$ cat src/rtl/pal_cfg_loader.sv
// Byte-stream loader for the PAL serial configuration chain: serialises bytes MSB-first,
// checks a trailing CRC-8 byte and pulses the apply strobe only on a CRC match.
module pal_cfg_loader #(
  parameter int unsigned CfgBits = 192,
  parameter logic [7:0]  CrcPoly = 8'h07
) (
  input  logic       clk_i,
  input  logic       rst_ni,
  input  logic       start_i,
  input  logic       abort_i,
  input  logic [7:0] in_data_i,
  input  logic       in_valid_i,
  output logic       in_ready_o,
  output logic       cfg_bit_o,
  output logic       cfg_shift_o,
  output logic       cfg_apply_o,
  output logic       busy_o,
  output logic       done_o,
  output logic       err_o
);

  localparam int unsigned NumBytes = CfgBits / 8;
  localparam int unsigned CntW     = $clog2(NumBytes + 1);
  localparam logic [CntW-1:0] NumBytesC = CntW'(NumBytes);

  typedef enum logic [2:0] {
    StIdle, StLoad, StShift, StCrc, StCheck, StApply, StDone, StError
  } state_e;

  state_e          state_q, state_d;
  logic [CntW-1:0] byte_cnt_q, byte_cnt_d;
  logic [2:0]      bit_cnt_q, bit_cnt_d;
  logic [7:0]      crc_q, crc_d;
  logic [7:0]      shift_q, shift_d;
  logic            match_q, match_d;
  logic            idle_like;
  logic            hs;

  // Non-reflected CRC-8, whole byte per call.
  function automatic logic [7:0] crc8_byte(input logic [7:0] crc, input logic [7:0] data);
    logic [7:0] c;
    c = crc ^ data;
    for (int i = 0; i < 8; i++) begin
      c = c[7] ? ({c[6:0], 1'b0} ^ CrcPoly) : {c[6:0], 1'b0};
    end
    return c;
  endfunction

  assign idle_like = (state_q == StIdle) || (state_q == StDone) || (state_q == StError);
  assign hs        = in_valid_i & in_ready_o;

  always_ff @(posedge clk_i) begin
    if (!rst_ni) begin
      state_q <= StIdle;
    end else begin
      state_q <= state_d;
    end
  end

  always_comb begin
    state_d = state_q;
    if (abort_i) begin
      state_d = StIdle;
    end else begin
      unique case (state_q)
        StIdle, StDone, StError: if (start_i) state_d = StLoad;
        StLoad:  if (in_valid_i) state_d = StShift;
        StShift: begin
          if (bit_cnt_q == 3'd7) state_d = (byte_cnt_q < NumBytesC) ? StLoad : StCrc;
        end
        StCrc:   if (in_valid_i) state_d = StCheck;
        StCheck: state_d = match_q ? StApply : StError;
        StApply: state_d = StDone;
        default: state_d = StIdle;
      endcase
    end
  end

  always_comb begin
    in_ready_o  = 1'b0;
    cfg_bit_o   = 1'b0;
    cfg_shift_o = 1'b0;
    cfg_apply_o = 1'b0;
    done_o      = 1'b0;
    err_o       = 1'b0;
    busy_o      = ~idle_like;
    unique case (state_q)
      StLoad, StCrc: in_ready_o = ~abort_i;
      StShift: begin
        cfg_shift_o = 1'b1;
        cfg_bit_o   = shift_q[7];
      end
      StApply: cfg_apply_o = ~abort_i;
      StDone:  done_o = 1'b1;
      StError: err_o = 1'b1;
      StIdle, StCheck: ;
      default: ;
    endcase
  end

  always_comb begin
    byte_cnt_d = byte_cnt_q;
    bit_cnt_d  = bit_cnt_q;
    crc_d      = crc_q;
    shift_d    = shift_q;
    match_d    = match_q;
    if (abort_i || (idle_like && start_i)) begin
      byte_cnt_d = '0;
      bit_cnt_d  = '0;
      crc_d      = '0;
      shift_d    = '0;
      match_d    = 1'b0;
    end else if (state_q == StLoad && hs) begin
      shift_d    = in_data_i;
      crc_d      = crc8_byte(crc_q, in_data_i);
      byte_cnt_d = byte_cnt_q + 1'b1;
      bit_cnt_d  = '0;
    end else if (state_q == StShift) begin
      shift_d   = {shift_q[6:0], 1'b0};
      bit_cnt_d = bit_cnt_q + 1'b1;
    end else if (state_q == StCrc && hs) begin
      match_d = (in_data_i == crc_q);
    end
  end

  always_ff @(posedge clk_i) begin
    if (!rst_ni) begin
      byte_cnt_q <= '0;
      bit_cnt_q  <= '0;
      crc_q      <= '0;
      shift_q    <= '0;
      match_q    <= 1'b0;
    end else begin
      byte_cnt_q <= byte_cnt_d;
      bit_cnt_q  <= bit_cnt_d;
      crc_q      <= crc_d;
      shift_q    <= shift_d;
      match_q    <= match_d;
    end
  end

endmodule

$ cat config.mk
export PLATFORM = sky130hd
export DESIGN_NAME = pal_cfg_loader
export DESIGN_NICKNAME = d
export VERILOG_FILES = /design/src/rtl/pal_cfg_loader.sv
export SDC_FILE = /design/constraint.sdc
export NUM_CORES = 1
export LEC_CHECK = 0
export CORE_UTILIZATION = 25
export CTS_CLUSTER_DIAMETER = 40
export CTS_CLUSTER_SIZE = 40
export DETAILED_ROUTE_END_ITERATION = 16
export SETUP_SLACK_MARGIN = 0.05
export SYNTH_ARGS = -nofsm -noshare
export SYNTH_HDL_FRONTEND = slang
export SYNTH_SLANG_ARGS = --single-unit
$ cat constraint.sdc
create_clock -name clk_i -period 2.1 [get_ports clk_i]
set_input_delay 0.63 -clock clk_i [delete_from_list [all_inputs] [get_ports clk_i]]
set_output_delay 0.63 -clock clk_i [all_outputs]
set_load 0.03 [all_outputs]
## Word level (Yosys, flattened, before mapping)

Cells that the tools add are included.

| word-level totals | value |
|---|---|
| input port bits | 13 |
| bits in registers | 28 |
| output and inout bits | 7 |
| logic and storage cells | 75 |

| cells by class | value |
|---|---|
| bitwise gates (word level) | 15 |
| $lt $le $gt $ge | 1 |
| equal/unequal tests | 13 |
| add/sub/neg operators | 2 |
| reductions and logical operators | 15 |
| mux-type cells | 23 |

Operators with widths:

| kind | number |
|---|---|
| 2-to-1 mux 3 bit | 12 |
| NOT 3 bit | 8 |
| case mux 3 bit (6 select lines) | 1 |
| 2-to-1 mux 8 bit | 2 |
| equality test 3 bit, second input constant | 5 |
| equality test 8 bit | 1 |
| != test 2 bit, second input constant | 4 |
| XOR 8 bit | 1 |
| equality test 3 x 2 -> 1 bit, second input constant | 2 |
| 2-to-1 mux 1 bit | 6 |
| OR reduction 2 bit | 3 |
| OR reduction 3 bit | 2 |
| adder 5 x 1 -> 5 bit, second input constant | 1 |
| < comparator 5 bit, second input constant | 1 |
| NOT 1 bit | 5 |
| 2-to-1 mux 2 bit | 2 |
| AND reduction 4 bit | 1 |
| adder 3 x 1 -> 3 bit, second input constant | 1 |
| equality test 3 x 1 -> 1 bit, second input constant | 1 |
| logical AND 1 bit | 3 |
| logical NOT 3 bit | 1 |
| logical OR 1 bit | 3 |
| AND reduction 3 bit | 1 |
| nonzero test 2 bit | 1 |
| bitwise AND 1 bit | 1 |

## Longest topological paths before layout

| logic depth | value |
|---|---|
| depth in word-level cells | 17 |
| gate-level depth with buffers | 6 |

## Least setup slack after synthesis

No wires, ideal clock.

| path | value |
|---|---|
| kind | register to output |
| start | reg state_q[1] |
| end | out cfg_bit_o |
| stages on the path, launching flop included | 4 |
| path buffers | 2 |
| arrival | 1.250 ns |
| slack | 0.220 ns |
| path through | dfxtp_1 clkbuf_1 clkbuf_1 and3_1 |

| between the ends | value |
|---|---|
| word-level cells in the longest chain between the ends | 2 |

Ends and longest elaborated chain:

| item | line | source |
|---|---|---|
| from (decl) | 30 | `state_e state_q, state_d;` |
| from (signal assigned) | 54 | `state_q <= StIdle;` |
| from (signal assigned) | 56 | `state_q <= state_d;` |
| equality test 3 x 2 -> 1 bit | 87 | `unique case (state_q)` |
| 2-to-1 mux 1 bit | 87 |  |
| to (decl) | 14 | `output logic cfg_bit_o,` |

No other way between the ends.

## Worst setup path in the final report

Ends and elaborated chain as after synthesis.

==> flow_summary.json <==
{
  "cp-start-kind": "flop",
  "cts_made_buffers": 3,
  "antenna_found_initial": 0,
  "rsz0062_at_grt": "yes",
  "cp_max_fo": 20,
  "clk_latency_ns": 0.28,
  "ys_seq_elements": 28,
  "synthDistinctLibCells": 36,
  "core_area_um2": 6495,
  "max_freq_mhz": 500.9,
  "finalSetupViolations": 0,
  "clk_path_buf_depth": 2,
  "grt_overflow_total": 0,
  "fp.dieH_um": 84.99,
  "synthCells": 194,
  "clock-root-buffer": "clkbuf_8",
  "io_pins": 20,
  "ys_warn_count": 0,
  "area_growth_pct": 32.63,
  "n_antenna_cell": 0,
  "track_usage_pct": 11.96,
  "cpMostUsedCell": "buf_4",
  "hold_viol": 0,
  "portBuffers": 19,
  "cap_violations": 0,
  "die_width_um": 84.99,
  "async_flop_share_pct": 0,
  "drc": 0,
  "crit_slowest_cell": "dfxtp_1",
  "grt_pass1_vias": 1468,
  "drtPass1Iterations": 4,
  "synth_top_cell_area_share_pct": 32.56,
  "via_per_inst": 4.824,
  "final_area_um2": 2283,
  "ys_seq_area_share_pct": 32.56,
  "cp.required_ns": 1.47,
  "crit_chain": "buf_4, and3_1, buf_4",
  "cts_max_level": 1,
  "finalCriticalPeriod_ns": 1.997,
  "wl_per_cell_um": 12.54,
  "synth_enable_flop_cells": 0,
  "critPathMaxStageDelay_ns": 0.44,
  "final_nets": 255,
  "ys.flop_type": "dfxtp_1",
  "syn_area_um2": 1722,
  "ant_nets": 0,
  "maxSlewViolCount": 0,
  "final_layout_size_suffix_gt1_share_pct": 22.98,
  "endpoint_kind": "output port",
  "cts_sinks": 28,
  "fin_total_pwr_uw": 1200,
  "clk_pin_slew_ns": 0.10,
  "dieArea_um2": 7222,
  "grt_max_degree": 26,
  "powerDensity_nw_per_um2": 525.7,
  "mappedNetlistNets": 213,
  "worst_slew_margin_rel_pct": 75.96,
  "fill_cells": 664,
  "arrival_ns": 1.37,
  "synthTopCellsByArea": "dfxtp_1, xor3_1, a211oi_1",
  "hpwlAfterDp_mm": 2.839,
  "hold_path_class": "reg2reg",
  "vias": 1505,
  "globalplace.congestion": 0.7332,
  "critical_path_class": "reg2out",
  "status": "completed",
  "ir_worst_vdd_mv": 0.2670,
  "yosysTopAreaCell": "dfxtp_1",
  "routed_wl_mm": 3.913,
  "placed_area_um2": 2168,
  "p_leak_uw": 0.0009287,
  "fin_crit_sh_pct": 95.07,
  "fin_skew_ns": 0.004037,
  "drtIter0Drc": 58,
  "tightest_slew_ns": 0.3515,
  "tritoncts": "built",
  "num_rows": 29,
  "grt_first_pass_wirelength_mm": 6.962,
  "start_util_pct": 26.51,
  "synth.avg_cell_area_um2": 8.874
}
-- final timing paths --
kind                            depth (start not counted)   endpoint  slack [ns]  startpoint
worst max-delay path                                    3  cfg_bit_o        0.10  state_q[1]
worst min-delay path                                    2    match_q        0.46     match_q
worst max register to register                          4   crc_q[1]        0.38  state_q[0]
worst min register to register                          2    match_q        0.46     match_q
-- metrics by stage --
stage	worst slack (ns)	utilization [%]	instances	hold slack [ns]	setup TNS (ns)
CTS	0.05047	34.58	311	0.4663	0
global route	0.02779	35.16	312	0.5061	0
finish	0.1035	35.16	312	0.4636	0
detailed placement	-0.2006	33.38	307	0.4515	-1.705
floorplan	0.2204	-	194	0.4363	0
global placement	-0.1853	33.38	307	0.4477	-1.508
-- cell type report --
cell class	count	area (um^2)	share of cell area (%)
Clock buffer	3	41.29	1.808
Clock inverter	1	30.03	1.315
Inverter	5	18.77	0.8219
Multi-Input combinational cell	148	1114	48.77
Sequential cell	28	561.8	24.60
Tap cell	77	96.34	4.219
Timing Repair Buffer	50	421.7	18.47
-- worst max-delay path: cells and delay by family, from the launching register on --
kind | cells | cell delay [ns]
buffers and inverters | 2 | 0.43
flip-flops | 1 | 0.44
AND/OR/NAND/NOR | 1 | 0.22
-- registers in the layout (all words and copies together), names as in the netlist --
register,cells
shift_q,8
state_q,3
crc_q,8
byte_cnt_q,5
match_q,1
bit_cnt_q,3
-- Yosys cell counts (2+ instances only) --
library cell / instances
and3_1: 2
inv_1: 5
mux2i_1: 3
a31oi_1: 2
a211oi_1: 10
nor3_1: 10
o21ba_2: 2
o21a_1: 2
or3_1: 3
buf_2: 3
nand2_1: 19
xnor2_1: 7
nand3_1: 3
nand4b_1: 2
dfxtp_1: 28
clkbuf_1: 8
and2_1: 3
o21ai_0: 10
ha_1: 6
buf_4: 2
nand2b_1: 6
xor3_1: 4
a21oi_1: 11
xor2_1: 8
xnor2_2: 2
nor2b_1: 9
nor2_1: 9
a311oi_1: 6
xnor3_1: 2
-- placed cells by master (no fill, tap or decap), drive strengths merged --
cell type,n
clkdlybuf4s50,9
nand2,19
nand4,1
a31oi,2
o21ai,10
nand3,3
a211oi,10
and2,3
xnor3,2
o21ba,2
bufinv,1
nand3b,1
xnor2,9
ha,6
o221a,1
nor3,10
and4bb,1
a311oi,6
nand2b,6
clkbuf,3
a21oi,11
buf,38
nand4b,2
dlygate4sd2,1
mux2i,3
dfxtp,28
inv,5
nor2,10
or3,3
a32oi,1
and3,2
a2111oi,1
xor2,8
xor3,4
dlymetal6s2s,2
o21a,2
nor2b,9
-- what timing repair did --
action	4_1_cts	5_1_grt
setup buffers	0	1
hold buffers	0	0
pin swaps	0	3
resized for setup	2	7
endpoints found under the setup margin	2	8
-- layer usage --
metal | up-vias | part of all wire, % | GRT usage, %
met2 | 23 | 43 | 19.21
met5 | - | 0 | 0
met4 | 0 | 0.87 | 3.236
met3 | 2 | 3.3 | 2.626
li1 | 771 | - | -
met1 | 709 | 52 | 16.20
-- logic make-up (layout without fill, tap and decap cells) --
kind of cell               after synthesis  after routing  synth area share [%]
and+or+nand+nor                         70             70                 21.15
xor gates and xnor gates                23             23                 17.66
buffers and inverters                   18             59                 4.578
DFF                                     28             28                 32.56
AOI/OAI and AO/OA                       46             46                 17.95
muxes                                    3              3                 1.744
adders and majority gates                6              6                 4.360
-- report_power, final --
| group | switching (uW) | internal (uW) | leakage (uW) | total (uW) |
|---|---|---|---|---|
| Clock | 182 | 256 | 0.0000357 | 437 |
| Sequential | 6.89 | 535 | 0.000226 | 542 |
| Combinational | 96.8 | 124 | 0.000667 | 221 |
(Power assumes the default switching activity.)
